File: config.mk
export PLATFORM = sky130hd
export DESIGN_NAME = odometer_meas_seq
export DESIGN_NICKNAME = d
export VERILOG_FILES = /design/src/rtl/odometer_pkg.sv /design/src/rtl/odometer_sync2.sv /design/src/rtl/odometer_meas_seq.sv
export SDC_FILE = /design/constraint.sdc
export NUM_CORES = 1
export LEC_CHECK = 0
export CORE_ASPECT_RATIO = 1.4
export CORE_UTILIZATION = 48
export DETAILED_ROUTE_END_ITERATION = 8
export MAX_ROUTING_LAYER = met4
export PLACE_DENSITY = 0.79
export SYNTH_ARGS = -nofsm -noshare
export SYNTH_HDL_FRONTEND = slang
export SYNTH_SLANG_ARGS = --single-unit
File: constraint.sdc
create_clock -name CLK -period 3.3 [get_ports CLK]
set_input_delay 0.66 -clock CLK [delete_from_list [all_inputs] [get_ports CLK]]
set_output_delay 0.66 -clock CLK [all_outputs]
set_load 0.005 [all_outputs]
File: src/rtl/odometer_pkg.sv
// -----------------------------------------------------------------------------
// odometer_pkg
// Shared definitions for the odometer measurement sequencer:
//   - BF_W             : width of the detector beat-frequency count
//   - DEF_*            : default timing / averaging constants
//   - meas_state_t     : sequencer FSM state encoding
// -----------------------------------------------------------------------------
package odometer_pkg;

    localparam int BF_W            = 12;
    localparam int DEF_N_AVG       = 4;
    localparam int DEF_SETTLE_CYC  = 8;
    localparam int DEF_TIMEOUT_CYC = 4096;
    localparam int DEF_ACC_W       = 16;

    typedef enum logic [2:0] {
        ST_IDLE    = 3'd0,
        ST_ARM     = 3'd1,
        ST_TRIG    = 3'd2,
        ST_CAPTURE = 3'd3,
        ST_RELEASE = 3'd4,
        ST_DONE    = 3'd5
    } meas_state_t;

endpackage

File: src/rtl/odometer_sync2.sv
// -----------------------------------------------------------------------------
// odometer_sync2
// Two-flop synchronizer for single-bit signals arriving asynchronously to CLK.
// Ports:
//   CLK    in   destination clock
//   RESETB in   asynchronous active-low reset (output forced to 0)
//   D      in   asynchronous input
//   Q      out  synchronized output, 2 CLK cycles of latency
// -----------------------------------------------------------------------------
module odometer_sync2 (
    input  logic CLK,
    input  logic RESETB,
    input  logic D,
    output logic Q
);

    logic meta;

    // NOTE: sequential state uses non-blocking assignments so every flop
    // samples the pre-edge value of its neighbour, giving a true 2-stage chain.
    always_ff @(posedge CLK or negedge RESETB) begin
        if (!RESETB) begin
            meta <= 1'b0;
            Q    <= 1'b0;
        end else begin
            meta <= D;
            Q    <= meta;
        end
    end

endmodule

File: src/rtl/odometer_meas_seq.sv
// -----------------------------------------------------------------------------
// odometer_meas_seq
// Measurement sequencer for the odometer beat-frequency detector. Runs N_AVG
// stress/trigger/capture cycles, accumulates the captured counts and presents
// the sum in parallel (RESULT) and through a serial scan-out register (SOUT).
// Ports:
//   CLK, RESETB       clock, asynchronous active-low reset
//   START             1-cycle pulse, starts a run when idle
//   MEAS_DONE         detector done flag (asynchronous, synchronized here)
//   BF_COUNTER        detector count, stable while MEAS_DONE is high
//   DEADZONE_MSB      detector dead-zone flag (asynchronous, synchronized here)
//   SHIFT_EN          shift the scan register one bit per CLK while idle
//   MEAS_STRESS       detector stress enable
//   MEAS_TRIG         detector trigger; low clears the detector's done flag
//   BUSY              run in progress
//   RESULT_VALID      RESULT holds a finished run
//   RESULT            sum of captured counts
//   DZ_SEEN           a capture in the run had the dead-zone flag set
//   TIMEOUT_ERR       a measurement in the run timed out
//   SOUT              scan register MSB
// -----------------------------------------------------------------------------
module odometer_meas_seq
    import odometer_pkg::*;
#(
    parameter int N_AVG       = DEF_N_AVG,
    parameter int SETTLE_CYC  = DEF_SETTLE_CYC,
    parameter int TIMEOUT_CYC = DEF_TIMEOUT_CYC,
    parameter int ACC_W       = DEF_ACC_W
) (
    input  logic             CLK,
    input  logic             RESETB,
    input  logic             START,
    input  logic             MEAS_DONE,
    input  logic [BF_W-1:0]  BF_COUNTER,
    input  logic             DEADZONE_MSB,
    input  logic             SHIFT_EN,
    output logic             MEAS_STRESS,
    output logic             MEAS_TRIG,
    output logic             BUSY,
    output logic             RESULT_VALID,
    output logic [ACC_W-1:0] RESULT,
    output logic             DZ_SEEN,
    output logic             TIMEOUT_ERR,
    output logic             SOUT
);

    localparam int TMR_MAX = (TIMEOUT_CYC > SETTLE_CYC) ? TIMEOUT_CYC : SETTLE_CYC;
    localparam int TMR_W   = $clog2(TMR_MAX) + 1;
    localparam int CNT_W   = $clog2(N_AVG + 1);

    meas_state_t       state;
    logic [TMR_W-1:0]  timer;
    logic [CNT_W-1:0]  meas_cnt;
    logic [ACC_W-1:0]  acc;
    logic [ACC_W-1:0]  sr;
    logic [ACC_W:0]    acc_sum;
    logic              done_s;
    logic              dz_s;

    odometer_sync2 u_sync_done (.CLK(CLK), .RESETB(RESETB), .D(MEAS_DONE),    .Q(done_s));
    odometer_sync2 u_sync_dz   (.CLK(CLK), .RESETB(RESETB), .D(DEADZONE_MSB), .Q(dz_s));

    // One extra bit catches the carry used for saturation.
    assign acc_sum = {1'b0, acc} + {{(ACC_W + 1 - BF_W){1'b0}}, BF_COUNTER};
    assign SOUT    = sr[ACC_W-1];

    always_ff @(posedge CLK or negedge RESETB) begin
        if (!RESETB) begin
            state        <= ST_IDLE;
            timer        <= '0;
            meas_cnt     <= '0;
            acc          <= '0;
            sr           <= '0;
            RESULT       <= '0;
            RESULT_VALID <= 1'b0;
            BUSY         <= 1'b0;
            DZ_SEEN      <= 1'b0;
            TIMEOUT_ERR  <= 1'b0;
            MEAS_STRESS  <= 1'b0;
            MEAS_TRIG    <= 1'b0;
        end else begin
            case (state)
                ST_IDLE: begin
                    // START has priority over SHIFT_EN.
                    if (START) begin
                        state        <= ST_ARM;
                        timer        <= '0;
                        meas_cnt     <= '0;
                        acc          <= '0;
                        DZ_SEEN      <= 1'b0;
                        TIMEOUT_ERR  <= 1'b0;
                        RESULT_VALID <= 1'b0;
                        BUSY         <= 1'b1;
                        MEAS_STRESS  <= 1'b1;
                    end else if (SHIFT_EN) begin
                        sr <= sr << 1;
                    end
                end
                ST_ARM: begin
                    // A done flag still high from the previous measurement holds
                    // the settle count at zero until the detector has cleared.
                    if (done_s) begin
                        timer <= '0;
                    end else if (timer == TMR_W'(SETTLE_CYC - 1)) begin
                        state     <= ST_TRIG;
                        MEAS_TRIG <= 1'b1;
                        timer     <= '0;
                    end else begin
                        timer <= timer + 1'b1;
                    end
                end
                ST_TRIG: begin
                    if (done_s) begin
                        state <= ST_CAPTURE;
                    end else if (timer == TMR_W'(TIMEOUT_CYC - 1)) begin
                        state       <= ST_RELEASE;
                        TIMEOUT_ERR <= 1'b1;
                        MEAS_TRIG   <= 1'b0;
                        MEAS_STRESS <= 1'b0;
                        timer       <= '0;
                    end else begin
                        timer <= timer + 1'b1;
                    end
                end
                ST_CAPTURE: begin
                    // BF_COUNTER is sampled raw: done_s lags MEAS_DONE by two
                    // cycles, so the count has long been stable.
                    acc         <= acc_sum[ACC_W] ? '1 : acc_sum[ACC_W-1:0];
                    DZ_SEEN     <= DZ_SEEN | dz_s;
                    state       <= ST_RELEASE;
                    MEAS_TRIG   <= 1'b0;
                    MEAS_STRESS <= 1'b0;
                    timer       <= '0;
                end
                ST_RELEASE: begin
                    // First cycle only marks entry, guaranteeing at least two
                    // cycles with the trigger low.
                    if (timer == '0) begin
                        timer <= timer + 1'b1;
                    end else if (!done_s) begin
                        meas_cnt <= meas_cnt + 1'b1;
                        timer    <= '0;
                        if (meas_cnt == CNT_W'(N_AVG - 1)) begin
                            state <= ST_DONE;
                        end else begin
                            state       <= ST_ARM;
                            MEAS_STRESS <= 1'b1;
                        end
                    end
                end
                ST_DONE: begin
                    RESULT       <= acc;
                    sr           <= acc;
                    RESULT_VALID <= 1'b1;
                    BUSY         <= 1'b0;
                    state        <= ST_IDLE;
                end
                default: state <= ST_IDLE;
            endcase
        end
    end

endmodule
* Word level (Yosys, flattened, before mapping)
Cells that the tools add are included.
Word-level totals: output and inout bits 23, bits of input ports 18, flip-flop bits (word level) 77
Operators by class: eq/ne operators 20, mux-type cells 44, bitwise logic cells 1, reductions and logical operators 18, add/sub/neg operators 3
Operator list (count):
- 13-bit 2-to-1 mux | 7
- 13-bit one-hot mux with 5 select lines | 1
- 16-bit 2-to-1 mux | 4
- 16-bit one-hot mux with 2 select lines | 2
- 3-bit 2-to-1 mux | 11
- 2-bit inequality test, second input constant | 10
- 16-bit by 12-bit adder with 17-bit output | 1
- 3-bit one-hot mux with 5 select lines | 1
- 13-bit by 1-bit adder with 13-bit output, second input constant | 1
- 13-bit by 12-bit equality test with 1-bit output, second input constant | 1
- 13-bit by 3-bit equality test with 1-bit output, second input constant | 1
- 13-bit zero test | 1
- 4-bit AND reduction | 3
- 1-bit 2-to-1 mux | 11
- 3-bit by 2-bit equality test with 1-bit output, second input constant | 3
- 1-bit one-hot mux with 2 select lines | 4
- 2-bit nonzero test | 4
- 7-bit AND reduction | 1
- 3-bit equality test, second input constant | 2
- 3-bit one-hot mux with 2 select lines | 1
- 6-bit AND reduction | 1
- 5-bit AND reduction | 1
- 5-bit nonzero test | 1
- 1-bit one-hot mux with 4 select lines | 1
- 11 further kinds | 12

* Logic depth before layout (Yosys ltp)
Gate-level depths: netlist of the first run.
depth after elaboration 5, mapped depth 9, depth with buffers taken out 8

* Cells and area by module
From an unflattened synthesis of the first run, not the netlist that was laid out.
Unflattened totals: cell total of the unflattened synthesis 433, area total of the unflattened synthesis 4025.1 um^2
Modules (own cells, without submodules):
- odometer_meas_seq | cells each 429, area each 3925.0 um^2, instances 1, seq. area each 1826.8 um^2
- odometer_sync2 | cells each 2, area each 50.0 um^2, instances 2, seq. area each 50.0 um^2

* Least setup slack after synthesis of the first run
OpenSTA, ideal clock, no wires.
path type input to register, start in BF_COUNTER[0], end reg acc[15], buffers on the path 0, required time 3.171 ns, stages on the path 8, path slack 0.714 ns, setup time 0.129 ns, data arrival time 2.457 ns, cell sequence ha_1 -> fa_1 -> a21oi_1 -> o221a_2 -> nor3_1 -> a211o_1 -> nor4b_1 -> nor3_1
Between the ends: word-level cells in the longest chain between the ends 3
RTL lines:
- start: declaration | RTL line odometer_meas_seq.sv:34 | input logic [BF_W-1:0] BF_COUNTER,
- 16-bit by 12-bit adder with 17-bit output | RTL line odometer_meas_seq.sv:64 | assign acc_sum = {1'b0, acc} + {{(ACC_W + 1 - BF_W){1'b0}}, BF_COUNTER};
- 16-bit 2-to-1 mux | RTL line odometer_meas_seq.sv:128 | acc <= acc_sum[ACC_W] ? '1 : acc_sum[ACC_W-1:0];
- 16-bit one-hot mux with 2 select lines | RTL line odometer_meas_seq.sv:82 | case (state)
- end signal: assignment | RTL line odometer_meas_seq.sv:128
- end: declaration | RTL line odometer_meas_seq.sv:54 | logic [ACC_W-1:0] acc;
Every way passes these cells. A chain may end at the register's enable or synchronous reset.

* Final worst setup path of the first run
start in BF_COUNTER[0], end reg acc[2]
Same word-level chain as after synthesis.

==> results of run 1 <==
Yosys cell counts, types with 2 or more instances:
cell       number
a21o_1          7
a21oi_1        22
a221o_1         2
a222oi_1       10
a22o_1          4
a22oi_1         8
a2bb2oi_1       2
a31oi_1         5
and2_1          5
and3_1          6
buf_1           2
buf_2           2
clkbuf_1       13
dfrtp_1        77
ha_1           16
inv_1          20
mux2i_1         3
nand2_1        89
nand2b_1        2
nand3_1        14
nand4_1         5
nor2_1         30
nor2b_1         6
nor3_1         13
nor4_2          2
o211ai_1        6
o21a_1          5
o21ai_0        14
or3_1           2
xnor2_1        13
xor2_1          3
worst reg2reg max path: cells and delay by family, from the launching register on:
kind | cells | cell delay, ns
AOI/OAI and AO/OA | 5 | 1.24
and+or+nand+nor | 1 | 0.06
adders and majority gates | 2 | 0.64
DFF | 1 | 0.41
state kept, by name (all words and copies together), names as in the netlist:
name              cells
sr                   16
u_sync_done.meta      1
u_sync_dz.Q           1
BUSY                  1
acc                  16
timer                13
MEAS_STRESS           1
MEAS_TRIG             1
TIMEOUT_ERR           1
u_sync_dz.meta        1
RESULT               16
state                 3
RESULT_VALID          1
DZ_SEEN               1
meas_cnt              3
u_sync_done.Q         1
kinds of logic (layout without fill, tap and decap cells):
kind of cell,Yosys count,count (layout)
xor gates and xnor gates,16,16
AOI/OAI and AO/OA,96,96
muxes,4,4
and+or+nand+nor,185,185
buffers and inverters,38,79
DFF,77,77
adders and majority gates,17,17
layout by cell type, fill, tap and decap left out, types with 3 or more instances in the layout:
cell,count
nand2_1,89
dfrtp_1,77
clkdlybuf4s50_1,39
nor2_1,30
a21oi_1,22
inv_1,20
ha_1,16
nand3_1,14
o21ai_0,14
nor3_1,13
xnor2_1,13
a222oi_1,10
clkbuf_16,9
a22oi_1,8
a21o_1,7
nor2b_1,6
and3_1,6
o211ai_1,6
and2_1,5
nand4_1,5
a31oi_1,5
o21a_1,5
a22o_1,4
buf_4,4
xor2_1,3
mux2i_1,3
worst max-delay path by stage:
stage	start	end	cells after the start
4_1_cts	BF_COUNTER[0]	acc[2]	9
6_report	BF_COUNTER[0]	acc[2]	9
3_5_place_dp	BF_COUNTER[0]	acc[2]	9
2_1_floorplan	BF_COUNTER[0]	acc[15]	8
5_1_grt	BF_COUNTER[0]	acc[10]	9
3_3_place_gp	BF_COUNTER[0]	acc[15]	9
metrics by stage:
| step | instance area [um2] | power (mW) | hold slack, ns | instances |
|---|---|---|---|---|
| CTS | 4860 | 4.00 | 0.348 | 576 |
| global placement | 4540 | 2.87 | 0.338 | 560 |
| global route | 4860 | 4.25 | 0.357 | 576 |
| finish | 4860 | 3.98 | 0.347 | 576 |
| floorplan | 4070 | 2.44 | 0.331 | 433 |
| detailed placement | 4540 | 2.92 | 0.335 | 560 |
power breakdown:
part | leakage, nW | switching (mW) | total, mW | internal, mW
logic | 1.14 | 0.795 | 1.46 | 0.667
registers | 1.02 | 0.259 | 1.45 | 1.19
clock network | 0.156 | 0.400 | 1.07 | 0.665
final cells by class:
| cell class | count | area, um2 |
|---|---|---|
| fill | 701 | 3330 |
| sequential | 77 | 1930 |
| multi-input combinational | 318 | 1990 |
| timing repair buffer | 43 | 420 |
| clock buffer | 9 | 225 |
| tap | 102 | 128 |
| clock inverter | 7 | 98.8 |
| inverter | 20 | 75.1 |
layer usage:
metal,vias to the layer above,track usage [%]
met5,-,-
met3,23,4.86
met1,1593,27.3
li1,1606,-
met2,82,36.5
met4,0,10.8
==> results_dict.tcl, run 1 <==
set metrics [dict create \
    status "complete, no violations" \
    drt-total-wl_mm 8.91 \
    yosysUniqueCellTypes 56 \
    ys_seq_area_share_pct 47.4 \
    io_pins 41 \
    rsz0062_at_grt "no" \
    ctsHtreeMaxLevel 3 \
    clk_pin_slew_worst_paths_ns 0.06 \
    setup_viol 0 \
    hold_class "reg -> reg" \
    min_to "u_sync_dz.Q" \
    synth_area_mm2 0.00407 \
    antennaDiodeCount 0 \
    gp_congestion 0.871 \
    grt_pass1_wl_mm 15.2 \
    synth_area_leaders "dfrtp_1, nand2_1, ha_1" \
    synthMuxAreaShare_pct 1.02 \
    min_period_over_period_pct 85.9 \
    synth_edf_count 0 \
    route.met2.wl_mm 4.56 \
    ant_nets 0 \
    setup_tns_ns 0 \
    clock_path_buffers 2 \
    route.layer.met1.wl_mm 3.73 \
    synth_fa_ha_area_share_pct 5.42 \
    syn-num-nets 468 \
    crit_family "compound AO/OA/AOI/OAI gates" \
    design.core.area_mm2 0.00820 \
    synth-xor-area-share_pct 3.45 \
    postLayoutCoreUtil_pct 59.3 \
    cp_max_fo 7 \
    cp-end-kind "flip-flop" \
    powerDensity_mw_per_mm2 818 \
    cellLeakagePower_nw 2.31 \
    chipHeight_um 111 \
    min_delay_path_depth 0 \
    layout_setup_ws_ns 0.464 \
    crit_path_frequent_cell "a21oi_1" \
    start_util_pct 49.6 \
    nets 504 \
    synth_top_area_share_pct 47.4 \
    path_buf_inv 1 \
    grt_use_total_pct 22.9 \
    clk_latency_ns 0.34 \
    synthSimpleGateAreaFrac_pct 21.5 \
    ctsHoldBuffers 0 \
    synth_top_family_by_area "simple AND/OR/NAND/NOR gates" \
    globalRouteOverflowTotal 0 \
    met3_length_um 311 \
    routed_via_density 5.74 \
    hp-start "u_sync_dz.meta" \
    rows 39 \
    area_growth_pct 19.6 \
    crit_arrival_ns 3.04 \
    worstReg2RegEnd "acc[2]" \
    drive_above_1_share_pct 7.38 \
    die_area_mm2 0.00885 \
    crit_type "in -> reg" \
    wire_per_inst_um 15.5 \
    root_buffer "clkbuf_16" \
    drv_cap 0 \
    postCtsSetupBuffers 0 \
    grt_max_degree 78 \
    synthCells 433 \
    grt_pass1_vias 3219 \
    fin_worst_skew_ns 0.00768 \
    place_ws_ns 0.126 \
    fin_crit_ns 2.84 \
    crit_chain "clkdlybuf4s50_1 > ha_1 > fa_1 > a21oi_1 > o221a_2 > nor3_1 > a211o_1 > a31oi_1 > a21oi_1" \
    synth.avg_cell_area_um2 9.39 \
    dr.pass1.iters 5 \
    cts_made_buffers 9 \
    synth_compound_area_share_pct 17.5 \
    slew_headroom_pct 35.7 \
    peakVddDrop_v 0.000447 \
    drtIter0Drc 204 \
    worstMarginPinSlew_ns 0.965 \
    critPathMaxStageDelay_ns 0.43 \
    yosys_warnings 0 \
    vias 3304 \
    dieWidth_um 79.8 \
    finalMaxSlewViolations 0 \
    port_buffers 40 \
    highest_layer "met4" \
    antenna_found_initial 0 \
    cts.repair.resized 0 \
    hold_viol_final 0 \
    synth_seq_cells 77 \
    yosysTopAreaCell "dfrtp_1" \
    worstPathRequired_ns 3.51 \
    worstSetupStartpointType "primary input" \
    fmax_mhz 353 \
    clock-sinks 77 \
    route.detailed.drc 0 \
    rrSetupSlack_ns 0.82 \
    crit-reg2reg-launch "acc[0]" \
    slowest_stage "clkdlybuf4s50_1" \
    cts_tree "built" \
    reg2reg_depth 8 \
    ys.flop_type "dfrtp_1" \
    dp_hpwl_mm 6.11 \
    synthArstFlopShare_pct 100 \
]
(Power assumes the default switching activity.)
==> run 2: changes to the inputs <==
--- a/config.mk
+++ b/config.mk
@@ -6,10 +6,12 @@
 export NUM_CORES = 1
 export LEC_CHECK = 0
 export CORE_ASPECT_RATIO = 1.4
-export CORE_UTILIZATION = 48
+export CORE_MARGIN = 10
+export CORE_UTILIZATION = 28
 export DETAILED_ROUTE_END_ITERATION = 8
+export DONT_BUFFER_PORTS = 1
 export MAX_ROUTING_LAYER = met4
-export PLACE_DENSITY = 0.79
+export PLACE_DENSITY = 0.51
 export SYNTH_ARGS = -nofsm -noshare
 export SYNTH_HDL_FRONTEND = slang
 export SYNTH_SLANG_ARGS = --single-unit
==> results_dict.tcl, run 2 (synthesis results as in run 1) <==
set metrics [dict create \
    status "complete, no violations" \
    rsz0062_at_grt "no" \
    worstPathRequired_ns 3.50 \
    hold_class "in -> async" \
    slowest_stage "dfrtp_1" \
    reg2reg_depth 8 \
    peakVddDrop_v 0.000347 \
    fin_crit_ns 2.61 \
    start_util_pct 28.3 \
    final_common_cell "nand2_1" \
    area_growth_pct 12.6 \
    dp_hpwl_mm 7.07 \
    setup_tns_ns 0 \
    drive_above_1_share_pct 7.37 \
    critPathMaxStageDelay_ns 0.42 \
    cp-end-kind "flip-flop" \
    hold_viol_final 0 \
    cts_made_buffers 9 \
    reg.largest.list "RESULT (16), acc (16), sr (16)" \
    setup_viol 0 \
    power_mw 3.78 \
    grt_pass1_wl_mm 16.1 \
    globalRouteOverflowTotal 0 \
    dr.pass1.iters 6 \
    crit_type "reg -> reg" \
    chipHeight_um 163 \
    cp.depth 8 \
    vias 3146 \
    dieWidth_um 122 \
    crit_family "compound AO/OA/AOI/OAI gates" \
    gp_congestion 0.782 \
    drt-total-wl_mm 9.81 \
    die_area_mm2 0.0198 \
    fin_worst_skew_ns 0.0140 \
    ant_nets 0 \
    grt_max_degree 78 \
    path_buf_inv 0 \
    root_buffer "clkbuf_16" \
    final_area_mm2 0.00458 \
    worstSetupStartpointType "flip-flop" \
    drtIter0Drc 249 \
    slew_headroom_pct 49.0 \
    drv_cap 0 \
    cts_tree "built" \
    io_pins 41 \
    grt_use_total_pct 10.3 \
    cellLeakagePower_nw 2.16 \
    crit_path_frequent_cell "nor3_1" \
    grt_pass1_vias 3078 \
    clock-sinks 77 \
    antenna_found_initial 1 \
    cp_max_fo 7 \
    nets 465 \
    worstMarginPinSlew_ns 0.765 \
    clk_pin_slew_worst_paths_ns 0.06 \
    ctsHtreeMaxLevel 3 \
    port_buffers 0 \
    min_period_over_period_pct 79.0 \
    rows 52 \
    finalMaxSlewViolations 0 \
    crit_arrival_ns 2.81 \
    route.detailed.drc 0 \
    fillers 1465 \
    wire_per_inst_um 15.7 \
    powerDensity_mw_per_mm2 827 \
    fmax_mhz 384 \
    routed_via_density 5.04 \
    design.core.area_mm2 0.0144 \
    layout_common_cells "nand2_1, dfrtp_1, nor2_1" \
    clock_path_buffers 2 \
    crit_chain "ha_1 > fa_1 > a21oi_1 > o221a_2 > nor3_1 > a211o_1 > nor4b_1 > nor3_1" \
    placed_area_mm2 0.00425 \
    whs_ns 0.0140 \
    clk_latency_ns 0.34 \
]
run 2: stage by stage:
stage          std cells  worst slack, ns  util, %
2_1_floorplan        433            0.714        -
3_3_place_gp         607            0.534     29.6
3_5_place_dp         607            0.499     29.6
4_1_cts              622            0.699     31.7
5_1_grt              624            0.542     31.8
6_report             624            0.693     31.8
run 2: repair_timing:
item | in CTS | in global routing
setup endpoints to repair | 0 | 0
resized for setup | 0 | 0
hold buffers | 0 | 1
buffers inserted | 0 | 0
hold endpoints to repair | 0 | 1
run 2: final cells by class:
cell class	instances	area (um2)	area share, %
repair buffers	4	32.5	0.711
diodes	1	2.50	0.0547
well taps	189	236	5.17
multi-input cells	318	1990	43.5
clock buffers	10	229	5.00
flip-flops and latches	77	1930	42.1
clock inverters	5	83.8	1.83
inverters	20	75.1	1.64
run 2: worst paths after layout:
kind                                        from        endpoint  slack, ns
max in group asynchronous                 RESETB        timer[0]       2.66
worst max register to register            acc[0]         acc[15]       0.69
worst max-delay path                      acc[0]         acc[15]       0.69
min in group CLK                    DEADZONE_MSB  u_sync_dz.meta       0.35
worst min-delay path                      RESETB        timer[9]       0.01
worst min register to register  u_sync_done.meta   u_sync_done.Q       0.36
run 2: worst register-to-register path, stage by stage (launching register included):
cell and delay, ns:
dfrtp_1 0.42, ha_1 0.23, fa_1 0.41, a21oi_1 0.28
o221a_2 0.28, nor3_1 0.06, a211o_1 0.36, nor4b_1 0.35
nor3_1 0.08
run 2: where the power goes:
part | internal [mW] | switching, mW | total (mW)
Combinational | 0.504 | 0.730 | 1.23
Sequential | 1.19 | 0.304 | 1.50
Clock | 0.661 | 0.394 | 1.05
run 2: layer usage:
| metal | vias up | track usage [%] | routed length [um] |
|---|---|---|---|
| li1 | 1527 | - | - |
| met1 | 1538 | 12.3 | 4290 |
| met2 | 74 | 16.7 | 4970 |
| met3 | 7 | 2.36 | 427 |
| met4 | 0 | 3.59 | 118 |
| met5 | - | - | 0 |
==> run 3: changes to the inputs <==
--- a/config.mk
+++ b/config.mk
@@ -11,7 +11,7 @@
 export DETAILED_ROUTE_END_ITERATION = 8
 export DONT_BUFFER_PORTS = 1
 export MAX_ROUTING_LAYER = met4
-export PLACE_DENSITY = 0.51
+export PLACE_DENSITY = 0.53
 export SYNTH_ARGS = -nofsm -noshare
 export SYNTH_HDL_FRONTEND = slang
 export SYNTH_SLANG_ARGS = --single-unit
==> constraint.sdc (replaced) <==
create_clock -name CLK -period 2.3 [get_ports CLK]
set_input_delay 0.46 -clock CLK [delete_from_list [all_inputs] [get_ports CLK]]
set_output_delay 0.46 -clock CLK [all_outputs]
set_load 0.005 [all_outputs]
==> results_dict.tcl, run 3 (synthesis results as in run 1) <==
set metrics [dict create \
    powerDensity_mw_per_mm2 1190 \
    clock_power_share_pct 25.8 \
    nets 492 \
    layout_common_cells "nand2_1, dfrtp_1, nor2_1, buf_4, inv_1" \
    ant_nets 0 \
    p_sw_share_pct 37.7 \
    min_period_over_period_pct 97.3 \
    worstReg2RegEnd "acc[5]" \
    cts_made_buffers 9 \
    clk_pin_slew_worst_paths_ns 0.06 \
    design.core.area_mm2 0.0144 \
    port_buffers 0 \
    grt_use_total_pct 10.7 \
    gp_congestion 0.835 \
    hold_class "in -> async" \
    finalMaxSlewViolations 0 \
    route.detailed.drc 0 \
    rrSetupSlack_ns 0.06 \
    reg.largest.list "RESULT (16), acc (16), sr (16)" \
    worstSetupStartpointType "flip-flop" \
    routed_via_density 4.88 \
    layout_setup_ws_ns 0.0631 \
    cellLeakagePower_nw 2.31 \
    dr.pass1.iters 8 \
    p_int_mw 3.60 \
    postLayoutCoreUtil_pct 33.9 \
    crit_chain "ha_2 > fa_2 > a21oi_2 > o221a_2 > nor3_2 > a211o_2 > a31oi_4 > a21oi_1" \
    drv_cap 0 \
    peakVddDrop_v 0.000469 \
    chipHeight_um 163 \
    crit-reg2reg-launch "acc[0]" \
    worstMarginPinSlew_ns 0.541 \
    fin_worst_skew_ns 0.00641 \
    rsz0062_at_grt "yes" \
    dp_hpwl_mm 7.38 \
    p_sw_mw 2.18 \
    status "complete, no violations" \
    clock_path_buffers 2 \
    ctsHtreeMaxLevel 3 \
    dieWidth_um 122 \
    setup_tns_ns 0 \
    drtIter0Drc 234 \
    clk_latency_ns 0.34 \
    crit_type "reg -> reg" \
    slew_headroom_pct 64.0 \
    antenna_found_initial 1 \
    hold_viol_final 0 \
    setup_viol 0 \
    reg2reg_depth 8 \
    start_util_pct 28.3 \
    die_area_mm2 0.0198 \
    final_common_cell "nand2_1" \
    place_ws_ns -0.0500 \
    area_growth_pct 20.0 \
    drt-total-wl_mm 10.0 \
    cts_tree "built" \
    clock-sinks 77 \
    grt_max_degree 78 \
    wire_per_inst_um 15.3 \
    globalRouteOverflowTotal 0 \
    cp-end-kind "flip-flop" \
    critPathMaxStageDelay_ns 0.40 \
    p_comb_share_pct 38.5 \
    grt_pass1_vias 3235 \
    rows 52 \
    seq_power_share_pct 35.7 \
    crit_arrival_ns 2.46 \
    worstPathRequired_ns 2.52 \
    fin_crit_ns 2.24 \
    root_buffer "clkbuf_16" \
    grt_pass1_wl_mm 16.7 \
    cp_max_fo 7 \
    slowest_stage "a211o_2" \
    fmax_mhz 447 \
    io_pins 41 \
    drive_above_1_share_pct 15.8 \
    vias 3183 \
]
run 3: metrics by stage:
stage	instances	instance area, um2	hold slack, ns	power, mW
3_3_place_gp	632	4460	0.167	4.18
3_5_place_dp	632	4460	0.168	4.23
4_1_cts	649	4800	0.0288	5.79
5_1_grt	652	4880	0.0395	6.22
2_1_floorplan	433	4080	0.164	3.52
6_report	652	4880	0.0122	5.78
run 3: area by class of cell:
type | count | area [um2]
repair buffers | 31 | 253
well taps | 189 | 236
multi-input cells | 318 | 2070
diodes | 1 | 2.50
inverters | 20 | 75.1
clock buffers | 11 | 253
clock inverters | 5 | 65.1
fillers | 1470 | 9500
flip-flops and latches | 77 | 1930
run 3: worst max-delay path: cells and delay by family (launching register included):
family,cells,cell delay (ns)
adder cells (fa/ha/maj),2,0.54
AO/OA/AOI/OAI,5,1.14
flip-flops,1,0.39
AND/OR/NAND/NOR,1,0.05
run 3: power by group through the flow:
stage / clock [mW] / sequential [mW] / combinational [mW]
floorplan: 0 / 1.95 / 1.57
global placement: 0 / 2.09 / 2.09
detailed placement: 0 / 2.10 / 2.13
CTS: 1.53 / 2.08 / 2.18
global route: 1.59 / 2.12 / 2.50
finish: 1.49 / 2.06 / 2.23
run 3: how the worst max path moves through the flow:
stage	endpoint	slack, ns	startpoint
final	acc[5]	0.06	acc[0]
after global placement	acc[10]	-0.007	BF_COUNTER[0]
after floorplan	acc[15]	0.06	BF_COUNTER[0]
after CTS	acc[3]	0.02	acc[0]
after global routing	acc[5]	-0.01	acc[0]
after detailed placement	acc[3]	-0.05	BF_COUNTER[0]
run 3: layer usage:
layer	vias up	part of all wire, %	track usage (%)
met1	1537	42	12.3
met3	13	4.4	2.71
met2	50	52	17.6
met5	-	0	-
li1	1583	-	-
met4	0	1.5	3.91
run 3: timing repair:
action | CTS | global route
hold buffers | 1 | 0
endpoints found under the setup margin | 0 | 15
endpoints found under the hold margin | 77 | 0
gates resized for setup | 0 | 11
buffers inserted | 0 | 2
